File: src/rtl/op_fetch_sequencer.sv
// op_fetch_sequencer
// Sequences one sweep of operand fetch, ALU execution and result write-back.
// Each sweep covers ROM addresses 0..LAST_ADDR, and each address takes three
// steps: FETCH, EXEC and WRITE.
//   FETCH : enable both operand ROMs, then register their words into alu_a/alu_b.
//   EXEC  : register the combinational ALU result and the address for the RAM write.
//   WRITE : hold we_RAM high until ram_ready accepts the write.
// After the last write, done pulses for one cycle and the block returns to IDLE.
//
// Ports:
//   clk, rst          rising-edge clock; asynchronous active-high reset
//   start, op_sel     begin a sweep (sampled in IDLE only); ALU operation latched at start
//   en_ROM, addr_ROM  enable and address shared by both operand ROMs
//   op1_d, op2_d      operand ROM words
//   alu_a, alu_b      registered operands; alu_sel is the latched operation
//   alu_res           combinational ALU result
//   we_RAM, addr_RAM, din_RAM, ram_ready   result RAM write handshake
//   busy, done        status: busy outside IDLE; done pulses once per sweep
module op_fetch_sequencer #(
  parameter int ADDR_W    = 4,
  parameter int DATA_W    = 32,
  parameter int SEL_W     = 4,
  parameter int LAST_ADDR = 15
) (
  input  logic              clk,
  input  logic              rst,
  input  logic              start,
  input  logic [SEL_W-1:0]  op_sel,
  output logic              en_ROM,
  output logic [ADDR_W-1:0] addr_ROM,
  input  logic [DATA_W-1:0] op1_d,
  input  logic [DATA_W-1:0] op2_d,
  output logic [DATA_W-1:0] alu_a,
  output logic [DATA_W-1:0] alu_b,
  output logic [SEL_W-1:0]  alu_sel,
  input  logic [DATA_W-1:0] alu_res,
  output logic              we_RAM,
  output logic [ADDR_W-1:0] addr_RAM,
  output logic [DATA_W-1:0] din_RAM,
  input  logic              ram_ready,
  output logic              busy,
  output logic              done
);

  typedef enum logic [2:0] {
    IDLE  = 3'd0,
    FETCH = 3'd1,
    EXEC  = 3'd2,
    WRITE = 3'd3,
    DONE  = 3'd4
  } state_t;

  localparam logic [ADDR_W-1:0] LAST = ADDR_W'(LAST_ADDR);

  state_t            state_r;
  state_t            state_s;
  logic [ADDR_W-1:0] count_r;

  // The counter drives the ROM address directly, so the address holds steady through EXEC and WRITE.
  assign addr_ROM = count_r;

  // State register.
  always_ff @(posedge clk or posedge rst) begin
    if (rst) begin
      state_r <= IDLE;
    end else begin
      state_r <= state_s;
    end
  end

  // Next-state decode. The sweep ends at LAST before any increment, so the counter never wraps.
  always_comb begin
    state_s = state_r;
    case (state_r)
      IDLE: begin
        if (start) begin
          state_s = FETCH;
        end else begin
          state_s = IDLE;
        end
      end
      FETCH: state_s = EXEC;
      EXEC:  state_s = WRITE;
      WRITE: begin
        if (ram_ready) begin
          if (count_r == LAST) begin
            state_s = DONE;
          end else begin
            state_s = FETCH;
          end
        end else begin
          state_s = WRITE;
        end
      end
      DONE:    state_s = IDLE;
      default: state_s = IDLE;
    endcase
  end

  // Control outputs are registered from the next state, so they switch together with state_r.
  always_ff @(posedge clk or posedge rst) begin
    if (rst) begin
      en_ROM <= 1'b0;
      we_RAM <= 1'b0;
      busy   <= 1'b0;
      done   <= 1'b0;
    end else begin
      en_ROM <= (state_s == FETCH);
      we_RAM <= (state_s == WRITE);
      busy   <= (state_s != IDLE);
      done   <= (state_s == DONE);
    end
  end

  // Datapath registers. Operands are captured only in FETCH, so undriven ROM outputs are never registered.
  always_ff @(posedge clk or posedge rst) begin
    if (rst) begin
      count_r  <= {ADDR_W{1'b0}};
      alu_a    <= {DATA_W{1'b0}};
      alu_b    <= {DATA_W{1'b0}};
      alu_sel  <= {SEL_W{1'b0}};
      addr_RAM <= {ADDR_W{1'b0}};
      din_RAM  <= {DATA_W{1'b0}};
    end else begin
      if (state_r == IDLE && start) begin
        alu_sel <= op_sel;
        count_r <= {ADDR_W{1'b0}};
      end else if (state_r == WRITE && ram_ready && count_r != LAST) begin
        count_r <= count_r + ADDR_W'(1);
      end
      if (state_r == FETCH) begin
        alu_a <= op1_d;
        alu_b <= op2_d;
      end
      if (state_r == EXEC) begin
        din_RAM  <= alu_res;
        addr_RAM <= count_r;
      end
    end
  end

endmodule

File: config.mk
export PLATFORM = sky130hd
export DESIGN_NAME = op_fetch_sequencer
export DESIGN_NICKNAME = d
export VERILOG_FILES = /design/src/rtl/op_fetch_sequencer.sv
export SDC_FILE = /design/constraint.sdc
export NUM_CORES = 1
export LEC_CHECK = 0
export ABC_CLOCK_PERIOD_IN_PS = 7200
export CAP_MARGIN = 5
export CORE_MARGIN = 4
export CORE_UTILIZATION = 44
export CTS_CLUSTER_SIZE = 28
export DETAILED_ROUTE_END_ITERATION = 8
export GPL_TIMING_DRIVEN = 0
export PLACE_DENSITY = 0.86
export SYNTH_ARGS = -nofsm -noshare
export SYNTH_HDL_FRONTEND = slang
export SYNTH_SLANG_ARGS = --single-unit
export TNS_END_PERCENT = 100
File: constraint.sdc
create_clock -name clk -period 7.2 [get_ports clk]
set_input_delay 0.72 -clock clk [delete_from_list [all_inputs] [get_ports clk]]
set_output_delay 0.72 -clock clk [all_outputs]
set_load 0.02 [all_outputs]
==> reports/results.ini <==
[status]
status = completed

[floorplanning]
die-area_mm2 = 0.0119
die_height_um = 109
num_rows = 36
die_w_um = 109
initial_core_util = 0.457
coreArea_mm2 = 0.00986
io_pins = 216

[sta]
hold_viol = 0
slew_viol_final = 0
setup_tns_ns = 0
worst_slew_pin_slew_ns = 0.840
setup_viol = 0
max_freq_mhz = 430
max-slew-margin-rel = 0.440
rsz0062_at_grt = false
min_period_ns = 2.32
min_period_over_period = 0.323
clock_skew_ns = 0.0103

[setup_path]
path_max_fanout = 7
cp_slowest_cell = clkdlybuf4s50_1
critical-path-top-delay-family = buffers and inverters
endpoint_kind = primary output
path_buf_inv = 1
critical_path.max_stage_delay_ns = 0.65
arrival_ns = 1.60
crit_chain = clkdlybuf4s50_1
criticalPathCategory = reg2out
critPathLaunchType = flop
required_ns = 6.48

[synth]
synth_compound_area_frac = 0.0150
synth_top_family_by_area = multiplexers
synth_nets = 374
postSynth.asyncResetShare = 1.00
synthXorXnorAreaFrac = 0
synth_top_area_frac = 0.638
synthTopCellsByCount = dfrtp_1, mux2_2, a21oi_1, buf_12, nor2_1
synth-seq-cells = 115
yosysTopAreaCell = dfrtp_1
synthFlopType = dfrtp_1
synth.area.mux_share = 0.260
synth.most_common_cell = dfrtp_1
synth.distinct_cells = 23
synth_fa_ha_area_frac = 0.00278
synth_area_mm2 = 0.00451
yosys.area_share.simple = 0.0416
synth_edf_count = 0
synth_area_leaders = dfrtp_1, mux2_2, buf_12
synthCells = 269
yosysWarnings = 0
yosysSeqAreaShare = 0.638
postSynthAreaPerCell_um2 = 16.8

[routing]
routed-via-count = 3161
wl_per_cell_um = 18.3
drtPass1Iterations = 4
wl_met2_um = 6240
routed_wl_um = 11800
drt_iter0_markers = 76
top_layer = met4
ant_nets = 0
drc = 0
wl_met3_um = 1260
via_per_inst = 4.89
wl_met1_um = 4090

[clocking]
hold_buffers = 0
clock_path_buffers = 2
cts_tree = built
cts_root_buffer = clkbuf_8
post_cts_buffers = 0
clk_latency_ns = 0.51
cts_max_level = 4
cts_buffers = 17
cts.sinks = 115
ctsResizeCount = 0
clk_pin_slew_ns = 0.05

[grt]
antenna_found_initial = 0
grt-ovfl-total = 0
grt_max_degree = 67
grt_use_total = 0.205
grt_pass1_vias = 3500
grt_pass1_wl_um = 18300

[cells_and_area]
fin_area_mm2 = 0.00740
fillers = 621
layout.cells.non_filler = 646
drive_gt1_frac = 0.294
syn_to_final_growth_pct = 64.1
nets = 609
antenna_cells = 0

[placed_design]
place_congestion = 0.718
placed_cell_area_mm2 = 0.00686
portBuffers = 215
dp_cells = 618
dp_hpwl_um = 8830

[min_path]
min_path_type = reg2reg

[job]
cap_viol_max_count = 0

[power]
ir_drop_mv = 0.243
power_density_mw_per_mm2 = 511
p_leak_nw = 3.07

power by group:
group / internal [mW] / switching, mW / total [mW]
combinational: 1.03 / 0.841 / 1.87
sequential: 0.974 / 0.173 / 1.15
clock: 0.493 / 0.269 / 0.761
cell type report:
cell class | count | area (µm²) | area share
plain buffers | 13 | 184 | 0.0249
clock inverters | 5 | 52.6 | 0.00711
multi-input cells | 139 | 1440 | 0.195
clock buffers | 23 | 487 | 0.0658
flip-flops and latches | 115 | 2880 | 0.389
repair buffers | 216 | 2180 | 0.295
inverters | 2 | 10.0 | 0.00135
well taps | 133 | 166 | 0.0225
state kept, by name, indices dropped and copies added (netlist names):
| register | flops |
|---|---|
| done | 1 |
| en_ROM | 1 |
| alu_sel | 4 |
| state_r | 3 |
| addr_RAM | 4 |
| din_RAM | 32 |
| busy | 1 |
| alu_b | 32 |
| we_RAM | 1 |
| alu_a | 32 |
| addr_ROM | 4 |
final timing paths:
check	slack, ns	cells after the start	endpoint	start
worst min-delay path	0.50	1	alu_a[10]	alu_a[10]
worst max register to register	5.56	3	alu_sel[3]	state_r[0]
worst min register to register	0.50	1	alu_a[10]	alu_a[10]
max in group asynchronous	5.73	3	din_RAM[29]	rst
min in group asynchronous	0.74	2	alu_b[31]	rst
worst max-delay path	4.88	1	addr_ROM[2]	addr_ROM[2]
kinds of logic after synthesis:
logic type | after synthesis
compound gates | 12
simple gates | 22
buf+inv | 15
mux | 104
fa+ha+maj | 1
flops | 115
cells in the final DEF (no fill, tap or decap), drive strengths merged:
master,count
dfrtp,115
a21oi,6
a22oi,1
nand4b,1
nor3,3
nor4b,1
nor3b,1
or3,2
and3,2
and4b,2
o21ai,3
clkbuf,23
nand2b,1
nand3,3
buf,14
mux2,104
bufinv,1
clkinvlp,1
o31ai,1
clkinv,3
nor2,6
o21bai,1
clkdlybuf4s50,215
ha,1
inv,2
per-layer routing:
layer | track usage | up-vias
li1 | - | 1428
met1 | 0.211 | 1564
met2 | 0.364 | 147
met3 | 0.0941 | 22
met4 | 0.0775 | 0
met5 | 0 | -
metrics by stage:
| step | utilization | setup slack, ns | power [mW] | hold WS, ns |
|---|---|---|---|---|
| final | 0.750 | 4.88 | 3.78 | 0.501 |
| after global routing | 0.750 | 4.81 | 3.99 | 0.520 |
| after CTS | 0.750 | 4.86 | 3.83 | 0.506 |
| after detailed placement | 0.695 | 4.92 | 3.05 | 0.495 |
| after global placement | 0.692 | 1.93 | 2.98 | 0.489 |
| after floorplan | - | 3.44 | 2.19 | 0.540 |
Power figures use the tool's default switching activity.
